`src/rtl/adder_arbiter_pkg.sv`:
```
// rtl/adder_arbiter_pkg.sv - shared FSM encodings and parameter range checks for adder_arbiter
package adder_arbiter_pkg;

  typedef enum logic [1:0] {
    ST_IDLE = 2'd0,
    ST_EXEC = 2'd1,
    ST_RESP = 2'd2
  } state_t;

  localparam int NUM_REQ_MIN = 2;
  localparam int NUM_REQ_MAX = 8;

  function automatic bit num_req_ok(input int n);
    return (n >= NUM_REQ_MIN) && (n <= NUM_REQ_MAX);
  endfunction

endpackage

```
`src/rtl/adder_arbiter_if.sv`:
```
// rtl/adder_arbiter_if.sv - request/response handshake bundle between clients and adder_arbiter
interface adder_arbiter_if #(
  parameter int NUM_REQ = 4
);
  localparam int ID_W = $clog2(NUM_REQ);

  logic [NUM_REQ-1:0]   req_valid;
  logic [8*NUM_REQ-1:0] req_a;
  logic [8*NUM_REQ-1:0] req_b;
  logic [NUM_REQ-1:0]   req_ready;
  logic                 rsp_valid;
  logic                 rsp_ready;
  logic [ID_W-1:0]      rsp_id;
  logic [7:0]           rsp_sum;
  logic                 rsp_cout;

  modport master (
    output req_valid, req_a, req_b, rsp_ready,
    input  req_ready, rsp_valid, rsp_id, rsp_sum, rsp_cout
  );

  modport slave (
    input  req_valid, req_a, req_b, rsp_ready,
    output req_ready, rsp_valid, rsp_id, rsp_sum, rsp_cout
  );
endinterface

```
`src/rtl/adder_8bit.sv`:
```
// rtl/adder_8bit.sv - 8-bit ripple-carry adder without carry-in
module adder_8bit (
  input  logic [7:0] a,
  input  logic [7:0] b,
  output logic [7:0] s,
  output logic       c_out
);
  logic [8:0] c;

  always_comb begin
    c = '0;
    s = '0;
    for (int i = 0; i < 8; i++) begin
      s[i]   = a[i] ^ b[i] ^ c[i];
      c[i+1] = (a[i] & b[i]) | (c[i] & (a[i] ^ b[i]));
    end
  end

  assign c_out = c[8];
endmodule

```
`src/rtl/adder_arbiter_rr_arbiter.sv`:
```
// rtl/adder_arbiter_rr_arbiter.sv - combinational round-robin picker: first valid index at or after ptr
module rr_arbiter
  import adder_arbiter_pkg::*;
#(
  parameter  int NUM_REQ = 4,
  localparam int ID_W    = $clog2(NUM_REQ)
) (
  input  logic [NUM_REQ-1:0] req,
  input  logic [ID_W-1:0]    ptr,
  output logic [NUM_REQ-1:0] grant,
  output logic [ID_W-1:0]    idx,
  output logic               any
);
  logic [ID_W:0] k;

  always_comb begin
    grant = '0;
    idx   = '0;
    any   = 1'b0;
    k     = '0;
    for (int i = 0; i < NUM_REQ; i++) begin
      // Candidate index ptr+i folded back into 0..NUM_REQ-1
      k = {1'b0, ptr} + (ID_W+1)'(i);
      if (k >= (ID_W+1)'(NUM_REQ)) k = k - (ID_W+1)'(NUM_REQ);
      if (!any && req[k[ID_W-1:0]]) begin
        any = 1'b1;
        idx = k[ID_W-1:0];
      end
    end
    grant[idx] = any;
  end
endmodule

```
`src/rtl/adder_arbiter.sv`:
```
// rtl/adder_arbiter.sv - round-robin sharing of one adder_8bit among NUM_REQ requesters
// Define ADDER_ARB_SAT_EN to saturate rsp_sum to 8'hFF on carry-out.
module adder_arbiter
  import adder_arbiter_pkg::*;
#(
  parameter  int NUM_REQ = 4,
  localparam int ID_W    = $clog2(NUM_REQ)
) (
  input  logic             clk,
  input  logic             rst_n,
  adder_arbiter_if.slave   bus
);
  if (!num_req_ok(NUM_REQ)) begin : g_bad_num_req
    $error("adder_arbiter: NUM_REQ out of range 2..8");
  end

  state_t              state, state_nxt;
  logic [ID_W-1:0]     rr_ptr, op_id, gnt_idx;
  logic [NUM_REQ-1:0]  gnt;
  logic                gnt_any, load_op, load_rsp, rsp_done;
  logic [7:0]          op_a, op_b, raw_sum, sum_out;
  logic                raw_cout;

  rr_arbiter #(.NUM_REQ(NUM_REQ)) u_rr (
    .req   (bus.req_valid),
    .ptr   (rr_ptr),
    .grant (gnt),
    .idx   (gnt_idx),
    .any   (gnt_any)
  );

  adder_8bit u_add (
    .a     (op_a),
    .b     (op_b),
    .s     (raw_sum),
    .c_out (raw_cout)
  );

`ifdef ADDER_ARB_SAT_EN
  assign sum_out = raw_cout ? 8'hFF : raw_sum;
`else
  assign sum_out = raw_sum;
`endif

  always_ff @(posedge clk) begin
    if (!rst_n) state <= ST_IDLE;
    else        state <= state_nxt;
  end

  always_comb begin
    state_nxt = state;
    case (state)
      ST_IDLE: if (gnt_any) state_nxt = ST_EXEC;
      ST_EXEC: state_nxt = ST_RESP;
      ST_RESP: if (bus.rsp_valid && bus.rsp_ready) state_nxt = ST_IDLE;
      default: state_nxt = ST_IDLE;
    endcase
  end

  always_comb begin
    bus.req_ready = '0;
    load_op       = 1'b0;
    load_rsp      = 1'b0;
    rsp_done      = 1'b0;
    case (state)
      ST_IDLE: begin
        bus.req_ready = gnt;
        load_op       = gnt_any;
      end
      ST_EXEC: load_rsp = 1'b1;
      ST_RESP: rsp_done = bus.rsp_valid && bus.rsp_ready;
      default: ;
    endcase
  end

  always_ff @(posedge clk) begin
    if (!rst_n) begin
      rr_ptr        <= '0;
      op_a          <= '0;
      op_b          <= '0;
      op_id         <= '0;
      bus.rsp_valid <= 1'b0;
      bus.rsp_id    <= '0;
      bus.rsp_sum   <= '0;
      bus.rsp_cout  <= 1'b0;
    end else begin
      if (load_op) begin
        op_a  <= bus.req_a[8*gnt_idx +: 8];
        op_b  <= bus.req_b[8*gnt_idx +: 8];
        op_id <= gnt_idx;
      end
      if (load_rsp) begin
        bus.rsp_valid <= 1'b1;
        bus.rsp_id    <= op_id;
        bus.rsp_sum   <= sum_out;
        bus.rsp_cout  <= raw_cout;
      end else if (rsp_done) begin
        bus.rsp_valid <= 1'b0;
        // The just-served requester drops to lowest priority
        rr_ptr <= (op_id == ID_W'(NUM_REQ-1)) ? '0 : op_id + 1'b1;
      end
    end
  end
endmodule
```
`src/flat_wrapper.sv`:
```
// flat-port wrapper written by rule: the top's interface ports become plain ports
module adder_arbiter_flat import adder_arbiter_pkg::*;
#(
  parameter  int NUM_REQ = 4,
  localparam int ID_W    = $clog2(NUM_REQ)
)
  (clk, rst_n, bus_req_valid, bus_req_a, bus_req_b, bus_rsp_ready, bus_req_ready, bus_rsp_valid, bus_rsp_id, bus_rsp_sum, bus_rsp_cout);
  adder_arbiter_if #(.NUM_REQ(NUM_REQ)) bus_i ();
  input  logic clk;
  input  logic rst_n;
  input wire logic [$bits(bus_i.req_valid)-1:0] bus_req_valid;
  input wire logic [$bits(bus_i.req_a)-1:0] bus_req_a;
  input wire logic [$bits(bus_i.req_b)-1:0] bus_req_b;
  input wire logic [$bits(bus_i.rsp_ready)-1:0] bus_rsp_ready;
  output wire logic [$bits(bus_i.req_ready)-1:0] bus_req_ready;
  output wire logic [$bits(bus_i.rsp_valid)-1:0] bus_rsp_valid;
  output wire logic [$bits(bus_i.rsp_id)-1:0] bus_rsp_id;
  output wire logic [$bits(bus_i.rsp_sum)-1:0] bus_rsp_sum;
  output wire logic [$bits(bus_i.rsp_cout)-1:0] bus_rsp_cout;
  assign bus_i.req_valid = bus_req_valid;
  assign bus_i.req_a = bus_req_a;
  assign bus_i.req_b = bus_req_b;
  assign bus_i.rsp_ready = bus_rsp_ready;
  assign bus_req_ready = bus_i.req_ready;
  assign bus_rsp_valid = bus_i.rsp_valid;
  assign bus_rsp_id = bus_i.rsp_id;
  assign bus_rsp_sum = bus_i.rsp_sum;
  assign bus_rsp_cout = bus_i.rsp_cout;
  adder_arbiter #(.NUM_REQ(NUM_REQ)) u_core (.clk(clk), .rst_n(rst_n), .bus(bus_i));
endmodule
```
`config.mk`:
```
export PLATFORM = sky130hd
export DESIGN_NAME = adder_arbiter_flat
export DESIGN_NICKNAME = d
export VERILOG_FILES = /design/src/rtl/adder_arbiter_pkg.sv /design/src/rtl/adder_arbiter_if.sv /design/src/rtl/adder_8bit.sv /design/src/rtl/adder_arbiter_rr_arbiter.sv /design/src/rtl/adder_arbiter.sv /design/src/flat_wrapper.sv
export SDC_FILE = /design/constraint.sdc
export NUM_CORES = 1
export LEC_CHECK = 0
export BUFFER_PORTS_ARGS = -buffer_cell sky130_fd_sc_hd__buf_4
export CAP_MARGIN = 25
export CORE_MARGIN = 5
export CORE_UTILIZATION = 44
export DETAILED_ROUTE_END_ITERATION = 6
export GPL_TIMING_DRIVEN = 0
export PLACE_DENSITY = 0.77
export SLEW_MARGIN = 20
export SYNTH_ARGS = -nofsm -noshare
export SYNTH_HDL_FRONTEND = slang
export SYNTH_SLANG_ARGS = --single-unit
```
`constraint.sdc`:
```
create_clock -name clk -period 3.5 [get_ports clk]
set_input_delay 0.175 -clock clk [delete_from_list [all_inputs] [get_ports clk]]
set_output_delay 0.175 -clock clk [all_outputs]
set_load 0.005 [all_outputs]
```
======== Word level (Yosys, flattened, before mapping) ========
Cells that the tools add are included.
storage, ports and cells
  flip-flop bits (word level) ............. 34
  input port bits ......................... 71
  output and inout bits ................... 16
  word-level logic and storage cells ...... 117
operators by class
  $add $sub $neg .......................... 8
  magnitude comparators ................... 10
  equal/unequal tests ..................... 5
  shift operators ......................... 2
  muxes and demuxes ....................... 32
  bitwise logic cells ..................... 39
  reductions and logical operators ........ 12
operator list
  operator             count
  $shiftx 32x6->8      2
  $mux 2               11
  $and 1x1->1          15
  $lt 2x3->1 const B   5
  $xor 1x1->1          15
  $mux 1               14
  $ge 3x3->1 const B   3
  $bmux 1 s2           4
  $sub 2x1->2 const B  4
  $or 1x1->1           7
  $add 2x2->3 const B  2
  $pmux 2 s3           1
  $logic_and 1x1->1    5
  $and 4x4->4          1
  $eq 2x2->1 const B   2
  $mux 4               1
  $ne 2x1->1 const B   2
  $reduce_and 2->1     2
  $add 2x1->3 const B  1
  $ge 2x3->1 const B   1
  $logic_not 1->1      3
  $add 2x1->2 const B  1
  $demux 1 s2          1
  $eq 2x1->1 const B   1
  4 further kinds      4

======== Longest topological paths before layout ========
Gate-level depths: netlist (run 1).
  depth in word-level cells ............... 20
  depth in mapped cells ................... 12
  depth with buffers taken out ............ 12

======== Cells and area by module ========
From an unflattened synthesis (run 1), not the netlist that was laid out.
second synthesis, totals
  cell total of the unflattened synthesis .. 186
  area, all modules ....................... 2020.7 µm²
modules (own cells, without submodules)
  module         instances  cells each  area each (µm²)  sequential area each (µm²)
  adder_arbiter  1          136         1647.8           680.7
  adder_8bit     1          18          190.2            0.0
  rr_arbiter     1          32          182.7            0.0

======== Worst setup path before layout (run 1) ========
Ideal clock, no wire load.
  path kind ............................... reg2reg
  start point ............................. register u_core.op_b[0]
  end point ............................... register u_core.bus.rsp_sum[7]
  setup time .............................. 0.087 ns
  arrival ................................. 3.596 ns
  data required time ...................... 3.413 ns
  path slack .............................. -0.183 ns
  cell stages (with the launch flop) ...... 13
  buffers on the path ..................... 0
  clock period less this slack ............ 3.683 ns
  path through ............................ dfxtp_1 -> ha_1 -> inv_1 -> fa_1 -> inv_1 -> fa_1 -> fa_1 -> fa_1 -> fa_1 -> fa_1 -> inv_1 -> fa_1 -> a211oi_1
on the way
  word-level cells in the longest chain between the ends .. 14
ends and longest elaborated chain
  item                      RTL line                RTL
  from (decl)               adder_arbiter.sv:21     logic [7:0] op_a, op_b, raw_sum, sum_out;
  from (signal assigned)    adder_arbiter.sv:89     op_b <= bus.req_b[8*gnt_idx +: 8];
  $and 1x1->1 (2 in a row)  adder_8bit.sv:15        c[i+1] = (a[i] & b[i]) | (c[i] & (a[i] ^ b[i]));
  $or 1x1->1                adder_8bit.sv:15
  $and 1x1->1               adder_8bit.sv:15
  $or 1x1->1                adder_8bit.sv:15
  $and 1x1->1               adder_8bit.sv:15
  $or 1x1->1                adder_8bit.sv:15
  $and 1x1->1               adder_8bit.sv:15
  $or 1x1->1                adder_8bit.sv:15
  $and 1x1->1               adder_8bit.sv:15
  $or 1x1->1                adder_8bit.sv:15
  $and 1x1->1               adder_8bit.sv:15
  $or 1x1->1                adder_8bit.sv:15
  $xor 1x1->1               adder_8bit.sv:14        s[i] = a[i] ^ b[i] ^ c[i];
  to (signal assigned)      adder_arbiter.sv:95     bus.rsp_sum <= sum_out;
  to (decl)                 adder_arbiter_if.sv:24  output req_ready, rsp_valid, rsp_id, rsp_sum, rsp_cout
No other way between the ends.
A chain may end at the register's enable or synchronous reset.

======== Final worst setup path (run 1) ========
Ends and elaborated chain as after synthesis.

==> results of run 1 <==
power groups by stage:
stage	clock (mW)	sequential (mW)	combinational, mW
global placement	0	0.467	0.296
detailed placement	0	0.470	0.302
global route	0.459	0.468	0.338
CTS	0.439	0.461	0.307
floorplan	0	0.463	0.175
finish	0.437	0.461	0.303
cell usage after synthesis:
| library cell | n |
|---|---|
| buf_2 | 2 |
| o211ai_1 | 8 |
| dfxtp_1 | 34 |
| nand2_8 | 1 |
| a21oi_1 | 14 |
| or3b_1 | 1 |
| buf_4 | 2 |
| o21bai_1 | 1 |
| clkinv_1 | 1 |
| and2_1 | 2 |
| a311oi_4 | 1 |
| o21ai_0 | 3 |
| buf_6 | 4 |
| ha_1 | 2 |
| nand4b_2 | 1 |
| o211ai_2 | 8 |
| buf_1 | 1 |
| nand3_1 | 1 |
| a21oi_2 | 1 |
| nand2_1 | 36 |
| and3_1 | 17 |
| buf_12 | 1 |
| o21ai_1 | 11 |
| or2_2 | 1 |
| a211oi_1 | 3 |
| nor2b_1 | 4 |
| inv_1 | 8 |
| fa_1 | 7 |
| a21boi_0 | 16 |
| nand2b_1 | 2 |
| a211o_1 | 1 |
| or2b_1 | 1 |
| nor2_1 | 11 |
| nor3b_1 | 1 |
| mux2i_1 | 17 |
| o21ai_2 | 2 |
| and2b_1 | 1 |
| or4_4 | 1 |
| nor3_1 | 2 |
| clkbuf_1 | 7 |
registers in the layout, summed over array words and instances (netlist names):
signal and flops:
u_core.bus.rsp_cout 1, u_core.bus.rsp_id 2, u_core.bus.rsp_sum 8, u_core.bus.rsp_valid 1
u_core.op_a 8, u_core.op_b 8, u_core.op_id 2, u_core.rr_ptr 2
u_core.state 2
worst max-delay path, stage by stage, from the launching register on:
cell      delay, ps
dfxtp_1         320
ha_1            190
inv_1            70
fa_1            160
inv_1            50
fa_2            360
fa_2            370
fa_2            370
fa_2            350
fa_2            350
inv_2            70
fa_1            400
a211oi_2        210
cells by family (layout without fill, tap and decap cells):
group	after synthesis	after routing	synth area share (%)
AO/OA/AOI/OAI	69	69	24.2
adder cells (fa/ha/maj)	9	9	7.81
buffers and inverters	26	120	7.28
flip-flops	34	34	32.2
multiplexers	17	17	8.05
AND/OR/NAND/NOR	83	83	20.4
per-layer routing:
| layer | up-vias | part of all wire (%) | track usage (%) |
|---|---|---|---|
| li1 | 1017 | - | - |
| met1 | 886 | 45 | 25.1 |
| met2 | 71 | 47 | 29.7 |
| met3 | 11 | 5.2 | 2.38 |
| met4 | 0 | 2.3 | 7.39 |
| met5 | - | 0 | 0 |
layout make-up:
class	instances	area, sq um	share of cell area [%]
Buffer	17	120	4.03
Tap cell	54	67.6	2.27
Multi-Input combinational cell	178	1300	43.5
Sequential cell	34	681	22.8
Clock inverter	3	68.8	2.31
Clock buffer	5	68.8	2.31
Timing Repair Buffer	86	646	21.7
Inverter	9	33.8	1.13
how the worst max path moves through the flow:
stage                   startpoint               endpoint  depth (start not counted)
CTS                 u_core.op_b[0]  u_core.bus.rsp_sum[7]                         12
detailed placement  u_core.op_b[0]  u_core.bus.rsp_sum[7]                         12
floorplan           u_core.op_b[0]  u_core.bus.rsp_sum[7]                         12
global route        u_core.op_b[0]  u_core.bus.rsp_sum[7]                         12
finish              u_core.op_b[0]  u_core.bus.rsp_sum[7]                         12
global placement    u_core.op_b[0]  u_core.bus.rsp_sum[7]                         12
what timing repair did:
action | CTS | global route
endpoints found under the setup margin | 1 | 1
resized for setup | 3 | 0
pin swaps | 1 | 6
stage by stage:
| stage | cells | utilization [%] | total power [mW] | setup TNS, ps | hold slack [ps] |
|---|---|---|---|---|---|
| final | 386 | 63.5 | 1.20 | 0 | 174 |
| after detailed placement | 378 | 60.5 | 0.772 | -131 | 450 |
| after CTS | 386 | 63.5 | 1.21 | 0 | 173 |
| after global placement | 378 | 60.5 | 0.764 | -78.7 | 445 |
| after floorplan | 238 | - | 0.638 | 0 | 368 |
| after global routing | 386 | 63.5 | 1.27 | 0 | 173 |
==> summary.md, run 1 <==
| Metric | Value |
|---|---|
| Rows | `25` |
| Combinational group share of total power | `25.2%` |
| Clk sinks | `34` |
| Crit path capture type | `flop` |
| Core area | `0.00469 sq mm` |
| Syn_nets | `318` |
| I/O pins | `87` |
| HP Class | `in -> reg` |
| Slew margin rel. | `71.9%` |
| Hpwl dp | `4640 um` |
| Most frequent cells in the layout | `88 x buf_4, 36 x nand2_1, 34 x dfxtp_1` |
| Vias | `1985` |
| GRT Resource Usage Total | `18.5%` |
| Max FO, Critical Path | `2` |
| Antenna Cells | `0` |
| Clk network pwr share | `36.4%` |
| Grt total ovfl | `0` |
| Post-synth top area share | `32.2%` |
| Worst Hold Endpoint | `u_core.op_b[5]` |
| Critical Path AT | `3560 ps` |
| First-pass GRT wire length | `9240 um` |
| Leakage power | `1.35 nW` |
| DRC | `0` |
| Yosys reg bits | `34` |
| Max-slew violations | `0` |
| Peak VDD IR | `0.267 mV` |
| Final wirelength | `5630 um` |
| Startpoint types | `flop` |
| Final Skew | `3.02 ps` |
| Int Pwr | `0.880 mW` |
| Worst slack, placed | `-131 ps` |
| DRT Pass-1 Iters | `4` |
| Wire per inst | `14.6 um` |
| WP data required | `3710 ps` |
| Post-layout instance area | `0.00298 sq mm` |
| Clock period minus worst slack | `3350 ps` |
| Largest net degree at the start of global routing | `13` |
| Cts bufs inserted | `5` |
| Register area share after synthesis | `32.2%` |
| Crit Reg-Reg Endpoint | `u_core.bus.rsp_sum[7]` |
| # setup viols final | `0` |
| CTS tree | `done` |
| Die Area | `0.00629 sq mm` |
| H-tree lvl count | `2` |
| Final setup margin | `154 ps` |
| Layout cells sized above 1 | `38.0%` |
| Crit Reg-Reg Startpoint | `u_core.op_b[0]` |
| Commonest non-fill, non-tap cell in the layout | `buf_4` |
| Final Wtd Congestion | `0.805` |
| Yosys top cell by area | `dfxtp_1` |
| Placed instance area | `0.00284 sq mm` |
| Outcome | `completed` |
| Die Ht | `79.3 um` |
| Area growth syn-to-layout | `41.1%` |
| Reg2Reg Depth | `12` |
| Root Buffer Master | `clkbuf_8` |
| Via/cell ratio | `5.14` |
| Fmax | `299 MHz` |
| Filler Cells Inserted | `429` |
| Worst skew pair latency | `290 ps` |
| RSZ-0062 raised after global routing | `false` |
| Register share of total power | `38.4%` |
| Count of final hold-check violations | `0` |
| Die width | `79.3 um` |
| Clock slew at reported path FFs | `70 ps` |
| Net Sw Power | `0.320 mW` |
| Antenna Nets Post-Route | `0` |
| Mapped Cells | `238` |
| Tightest Pin Transition | `422 ps` |
| Initial core utilization | `45.0%` |
| Period utilization | `95.6%` |
| Max-Cap Viols | `0` |
| Clock buffer depth | `2` |
| Port bufs | `86` |
| Netlist cell types | `40` |
| Yosys warning count | `0` |
| Vias in the first global route | `2004` |
| Area contributors post-synth | `dfxtp_1 32%, mux2i_1 8.1%, fa_1 6.6%` |
| Synth Cell Area | `0.00211 sq mm` |
| Final net count | `411` |
| Reg2reg setup slack | `150 ps` |
| Post-synthesis area per instance | `8.88 sq um` |
| Switching Share | `26.6%` |
| Pwr dens | `403 mW/mm^2` |
| Post-CTS Setup Inserts | `0` |
| Hold-fix buffers, CTS | `0` |
| First DRT Iteration DRCs | `77` |
| WS Path Type | `reg -> reg` |
| Worst Hold Depth | `3` |
| Initial antenna violation count | `0` |
| Worst hold start | `bus_req_b[21]` |
Power figures use the tool's default switching activity.
==> run 2, diff against run 1 <==
--- a/config.mk
+++ b/config.mk
@@ -8,11 +8,13 @@
 export BUFFER_PORTS_ARGS = -buffer_cell sky130_fd_sc_hd__buf_4
 export CAP_MARGIN = 25
 export CORE_MARGIN = 5
-export CORE_UTILIZATION = 44
+export CORE_UTILIZATION = 43
 export DETAILED_ROUTE_END_ITERATION = 6
 export GPL_TIMING_DRIVEN = 0
-export PLACE_DENSITY = 0.77
+export PLACE_DENSITY = 0.76
+export SETUP_SLACK_MARGIN = 0.3
 export SLEW_MARGIN = 20
 export SYNTH_ARGS = -nofsm -noshare
 export SYNTH_HDL_FRONTEND = slang
+export SYNTH_HIERARCHICAL = 1
 export SYNTH_SLANG_ARGS = --single-unit
==> run 2 against run 1 <==
Combinational power shrank 5%. Worst setup slack gained 61 ps. Sequential share of layout area grew 1.3 points. Non-clock buffer count shrank 5. Die area shrank 1.9%. Critical endpoint is now u_core/bus.rsp_sum[7].
==> summary.md, run 2 <==
| Metric | Value |
|---|---|
| Final Skew | `6.05 ps (+3.02 ps)` |
| Final net count | `358 (-13%)` |
| Area contributors post-synth | `dfxtp_1 34%, mux4_2 10%, mux4_1 9.1%` |
| Post-synthesis area per instance | `10.9 sq um (+22%)` |
| Leakage power | `1.27 nW (-5.7%)` |
| Die Area | `0.00617 sq mm (-1.9%)` |
| Placed instance area | `0.00274 sq mm (-3.5%)` |
| Cts bufs inserted | `5 (unchanged)` |
| Startpoint types | `flop` |
| Die width | `78.6 um (-0.95%)` |
| Count of final hold-check violations | `0 (unchanged)` |
| Filler Cells Inserted | `413 (-3.7%)` |
| Fmax | `304 MHz (+1.9%)` |
| Initial antenna violation count | `0 (unchanged)` |
| Register area | `681 sq um (unchanged)` |
| Rows | `25 (unchanged)` |
| Antenna Cells | `0 (unchanged)` |
| DRC | `0 (unchanged)` |
| Core area | `0.00463 sq mm (-1.3%)` |
| WP data required | `3720 ps (about the same)` |
| H-tree lvl count | `2 (unchanged)` |
| # setup viols final | `0 (unchanged)` |
| Final wirelength | `4720 um (-16%)` |
| Netlist cell types | `34 (-15%)` |
| Placed cells | `325 (-14%)` |
| Most frequent cells in the layout | `87 x buf_4, 34 x dfxtp_1, 26 x nand2_1` |
| Power Total | `1.02 mW (-15%)` |
| First-pass GRT wire length | `7620 um (-17%)` |
| Max FO, Critical Path | `2 (unchanged)` |
| Register area share after synthesis | `33.7% (+1.5 points)` |
| Via/cell ratio | `5.16 (+0.39%)` |
| Top FF cell, synth | `dfxtp_1` |
| Clock slew at reported path FFs | `70 ps (about the same)` |
| Fin util | `60.8% (-2.7 points)` |
| Commonest non-fill, non-tap cell in the layout | `buf_4` |
| WS Path Type | `reg -> reg` |
| Post-layout instance area | `0.00282 sq mm (-5.6%)` |
| Final Wtd Congestion | `0.823 (+2.2%)` |
| Vias in the first global route | `1720 (-14%)` |
| Period utilization | `93.9% (-1.8 points)` |
| I/O pins | `87 (unchanged)` |
| Mapped Cells | `186 (-22%)` |
| Vias | `1714 (-14%)` |
| RSZ-0062 raised after global routing | `true` |
| Clock period minus worst slack | `3280 ps (-61.3 ps)` |
| Port bufs | `85 (-1.2%)` |
| Syn_nets | `266 (-16%)` |
| Antenna Nets Post-Route | `0 (unchanged)` |
| HP Class | `in -> reg` |
| Tightest Pin Transition | `350 ps (-71.6 ps)` |
| Critical Path AT | `3510 ps (-50 ps)` |
| DRT Pass-1 Iters | `4 (unchanged)` |
| Grt total ovfl | `0 (unchanged)` |
| Synth Cell Area | `0.00202 sq mm (-4.4%)` |
| Post-CTS Setup Inserts | `0 (unchanged)` |
| Final Non-Filler Cells | `332 (-14%)` |
| Hpwl dp | `3830 um (-17%)` |
| Root Buffer Master | `clkbuf_8` |
| Post-synth top area share | `33.7% (+1.5 points)` |
| Most frequent cell after synthesis | `dfxtp_1` |
| Reg2reg setup slack | `220 ps (+60 ps)` |
| Wire per inst | `14.2 um (-2.5%)` |
| Initial core utilization | `43.6% (-1.4 points)` |
| Area growth syn-to-layout | `39.3%` |
| CTS tree | `done` |
| Pwr dens | `361 mW/mm^2 (-10%)` |
| GRT Resource Usage Total | `15.6% (-2.9 points)` |
| Peak VDD IR | `0.177 mV (-34%)` |
| Commonest cells post-synth | `34 x dfxtp_1, 26 x nand2_1, 16 x a22o_1` |
| First DRT Iteration DRCs | `120 (+56%)` |
| FFs w/ async S/R, synth | `0% (unchanged)` |
| Yosys warning count | `6 (+6)` |
| Max-Cap Viols | `0 (unchanged)` |
| Hold-fix buffers, CTS | `0 (unchanged)` |
| Slew margin rel. | `76.6% (+4.8 points)` |
| Yosys reg bits | `34 (unchanged)` |
| Die Ht | `78.6 um (-0.95%)` |
| Outcome | `completed` |
| Clock buffer depth | `2 (unchanged)` |
| Worst skew pair latency | `280 ps (about the same)` |
| Layout cells sized above 1 | `43.5% (+5.6 points)` |
| Biggest regs | `u_core/bus.rsp_sum x8, u_core/op_a x8, u_core/op_b x8` |
| Max-slew violations | `0 (unchanged)` |
| Largest net degree at the start of global routing | `11 (-2)` |
| Clk sinks | `34 (unchanged)` |
| Crit path capture type | `flop` |
| EDFF count, synth | `0 (unchanged)` |
| Multi-input logic area | `0.00120 sq mm (-7.4%)` |
| Final setup TNS | `0 ps (unchanged)` |
| Yosys top cell by area | `dfxtp_1` |
==> run 2: cell count changes after synthesis, sizes merged, moves of 5 or more <==
cell | before | now
inv | 8 | 14
mux2i | 17 | 3
and3 | 17 | 0
mux4 | 0 | 16
clkbuf | 7 | 1
a21oi | 15 | 6
o211ai | 16 | 0
o21ai | 16 | 3
nand2 | 37 | 26
nor2 | 11 | 6
a22o | 0 | 16
==> run 2: timing repair <==
action,in CTS,in global routing
setup endpoints to repair,1,1
gates resized for setup,0,1
pin swaps,1,0
==> run 2: worst paths after layout <==
path	start	endpoint	cells past startpoint
setup / recovery	u_core/op_a[0]	u_core/bus.rsp_sum[7]	14
hold reg to reg	u_core/bus.rsp_sum[7]	u_core/bus.rsp_sum[7]	2
hold / removal	bus_rsp_ready	u_core/state[1]	4
setup reg to reg	u_core/op_a[0]	u_core/bus.rsp_sum[7]	14
==> run 2: final cells by class <==
cell class | instances | share of cell area [%]
tap | 54 | 2.40
inverter | 14 | 1.87
timing repair buffer | 85 | 22.7
sequential | 34 | 24.2
multi-input combinational | 125 | 42.6
buffer | 13 | 3.47
clock buffer | 5 | 2.44
clock inverter | 2 | 0.356
==> run 2: layer usage <==
metal / share of wire [%] / vias to the layer above / track usage [%]
li1: - / 856 / -
met1: 41 / 799 / 19.2
met2: 51 / 52 / 27.0
met3: 6.5 / 7 / 3.90
met4: 1.2 / 0 / 4.20
met5: 0 / - / 0
==> run 2: power by group <==
part,leakage (nW),switching (mW),internal [mW]
combinational,0.946,0.114,0.175
clock,0.0438,0.132,0.133
sequential,0.279,0.0340,0.429
total,1.27,0.280,0.737
==> run 2: critical path, cell delays in order, from the launching register on <==
cell and delay [ps]:
dfxtp_1 320, ha_1 190, inv_1 60, fa_1 160, inv_1 60, fa_2 340
fa_2 350, fa_2 350, fa_2 360, fa_1 360, inv_1 70, fa_1 400
inv_1 60, nand2_1 40, a21boi_1 100
==> run 2: cells by family after synthesis <==
family	synth area share, %
simple gates	13.6
mux	20.6
flops	33.7
fa+ha+maj	8.17
buf+inv	7.43
compound gates	16.5
==> run 2: stage by stage <==
stage	setup slack, ps	hold WS (ps)
after floorplan	314	329
after global placement	205	454
after detailed placement	204	458
after CTS	196	189
after global routing	84.3	195
final	215	196
==> run 3, diff against run 2 <==
--- a/config.mk
+++ b/config.mk
@@ -12,6 +12,7 @@
 export DETAILED_ROUTE_END_ITERATION = 6
 export GPL_TIMING_DRIVEN = 0
 export PLACE_DENSITY = 0.76
+export RECOVER_POWER = 50
 export SETUP_SLACK_MARGIN = 0.3
 export SLEW_MARGIN = 20
 export SYNTH_ARGS = -nofsm -noshare
==> run 3 against run 2 <==
Worst hold slack got worse by 4.3 ps. Largest power group unchanged. Largest cell class unchanged. Flip-flop and latch count did not move. Clock skew hardly changed. Critical endpoint unchanged. First-iteration DRC count is 16% lower. Critical path depth is the same. Wire length rose by 0.30%. Sequential power about the same. Cell count unchanged.
==> summary.md, run 3 (synthesis results as in run 2) <==
| Metric | Value |
|---|---|
| # setup viols final | `0 (unchanged)` |
| Biggest regs | `u_core/bus.rsp_sum x8, u_core/op_a x8, u_core/op_b x8` |
| Outcome | `completed` |
| Vias in the first global route | `1720 (unchanged)` |
| HP Class | `in -> reg` |
| Routed met2 length | `2430 um (+0.54%)` |
| Hpwl dp | `3830 um (unchanged)` |
| I/O pins | `87 (unchanged)` |
| WP data required | `3720 ps (about the same)` |
| Slowest-stage cell, CP | `fa_1` |
| Final Skew | `6.53 ps (+0.482 ps)` |
| Commonest non-fill, non-tap cell in the layout | `buf_4` |
| Vias | `1716 (+0.12%)` |
| Final net count | `358 (unchanged)` |
| Port bufs | `85 (unchanged)` |
| Layout cells sized above 1 | `42.1% (-1.4 points)` |
| Die Ht | `78.6 um (unchanged)` |
| Clk sinks | `34 (unchanged)` |
| DRC | `0 (unchanged)` |
| Max FO, Critical Path | `2 (unchanged)` |
| Clock buffer depth | `2 (unchanged)` |
| Final Wtd Congestion | `0.823 (unchanged)` |
| Grt total ovfl | `0 (unchanged)` |
| Crit path capture type | `flop` |
| Peak VDD IR | `0.176 mV (-0.40%)` |
| Rows | `25 (unchanged)` |
| CP peak stage delay | `400 ps (about the same)` |
| Leakage power | `1.24 nW (-2.0%)` |
| H-tree lvl count | `2 (unchanged)` |
| Tightest Pin Transition | `811 ps (+461 ps)` |
| Max layer used | `met4` |
| Area growth syn-to-layout | `38.0%` |
| Pwr dens | `363 mW/mm^2 (+0.38%)` |
| Max-slew violations | `0 (unchanged)` |
| CP Buf/Inv Count | `4 (unchanged)` |
| Worst hold start | `bus_rsp_ready` |
| Crit Reg-Reg Startpoint | `u_core/op_a[0]` |
| CTS tree | `done` |
| Antenna Nets Post-Route | `0 (unchanged)` |
| Crit path cell chain | `ha_1 > inv_1 > fa_1 > inv_1 > fa_2 > fa_2 > fa_2 > fa_2 > fa_1 > inv_1 > fa_1 > inv_1 > nand2_1 > a21boi_1` |
| Root Buffer Master | `clkbuf_8` |
| Cts bufs inserted | `5 (unchanged)` |
| Max-Cap Viols | `0 (unchanged)` |
| Initial core utilization | `43.6% (unchanged)` |
| WS Path Type | `reg -> reg` |
| Placed instance area | `0.00274 sq mm (unchanged)` |
| Final wirelength | `4730 um (+0.30%)` |
| Die width | `78.6 um (unchanged)` |
| Clock period minus worst slack | `3280 ps (-5.67 ps)` |
| Antenna Cells | `0 (unchanged)` |
| Met3 wire len | `304 um (-0.98%)` |
| Most frequent cells in the layout | `74 x buf_4, 34 x dfxtp_1, 26 x nand2_1` |
| GRT Resource Usage Total | `15.6% (unchanged)` |
| Final setup TNS | `0 ps (unchanged)` |
| Initial antenna violation count | `0 (unchanged)` |
| Top cell family by delay on the critical path | `adder cells` |
| Largest net degree at the start of global routing | `11 (unchanged)` |
| Die Area | `0.00617 sq mm (unchanged)` |
| Count of final hold-check violations | `0 (unchanged)` |
| Post-CTS Setup Inserts | `0 (unchanged)` |
| Clock slew at reported path FFs | `70 ps (about the same)` |
| RSZ-0062 raised after global routing | `true` |
| Critical Path AT | `3500 ps (about the same)` |
| Worst skew pair latency | `290 ps (about the same)` |
| Worst Setup SP | `u_core/op_a[0]` |
| Wire per inst | `14.3 um (+0.30%)` |
| Core area | `0.00463 sq mm (unchanged)` |
| Startpoint types | `flop` |
| DRT Pass-1 Iters | `4 (unchanged)` |
| Via/cell ratio | `5.17 (+0.12%)` |
| Met1 WL | `1940 um (+0.31%)` |
| First DRT Iteration DRCs | `101 (-16%)` |
| Post-layout instance area | `0.00279 sq mm (-0.98%)` |
| First-pass GRT wire length | `7620 um (unchanged)` |
| Period utilization | `93.7% (-0.16 points)` |
| Filler Cells Inserted | `419 (+1.5%)` |
| Fmax | `305 MHz (+0.17%)` |
| Slew margin rel. | `45.9% (-31 points)` |
run 3: per-stage QoR:
stage	power, mW	worst slack [ps]	hold slack (ps)	utilization [%]	instances
2_1_floorplan	0.634	314	329	-	186
3_3_place_gp	0.754	205	454	59.1	325
3_5_place_dp	0.762	204	458	59.1	325
4_1_cts	1.03	196	189	60.8	332
5_1_grt	1.08	84.3	195	60.2	332
6_report	1.01	221	192	60.2	332
run 3: metal layers:
layer / vias up / global-route usage [%]
met5: - / 0
met4: 0 / 4.20
met2: 52 / 27.0
met3: 7 / 3.90
met1: 802 / 19.2
li1: 855 / -
run 3: path summary, 6_finish.rpt:
check	slack, ps	endpoint	cells past startpoint
max	220	u_core/bus.rsp_sum[7]	14
min reg2reg	450	u_core/bus.rsp_sum[7]	2
min	190	u_core/state[1]	4
max reg2reg	220	u_core/bus.rsp_sum[7]	14
run 3: power breakdown:
group	total [mW]	internal, mW	switching (mW)
sequential	0.462	0.429	0.0325
combinational	0.283	0.169	0.114
clock	0.266	0.133	0.133
run 3: timing repair:
| action | in CTS | in global routing |
|---|---|---|
| setup endpoints to repair | 1 | 1 |
| hold buffers | 0 | 0 |
| gates resized for setup | 0 | 1 |
| pin swaps | 1 | 0 |
run 3: cell type report:
cell class / count / area [sq um] / area share [%]
inverters: 14 / 52.6 / 1.89
clock inverters: 2 / 10.0 / 0.359
repair buffers: 85 / 638 / 22.9
clock buffers: 5 / 68.8 / 2.47
multi-input cells: 125 / 1190 / 42.6
flip-flops and latches: 34 / 681 / 24.4
plain buffers: 13 / 81.3 / 2.92
well taps: 54 / 67.6 / 2.42
run 3: worst register-to-register path, cell delays in order, from the launching register on:
cell and delay [ps]:
dfxtp_1 320, ha_1 190, inv_1 60, fa_1 160
inv_1 60, fa_2 340, fa_2 350, fa_2 350
fa_2 360, fa_1 360, inv_1 70, fa_1 400
inv_1 60, nand2_1 40, a21boi_1 100
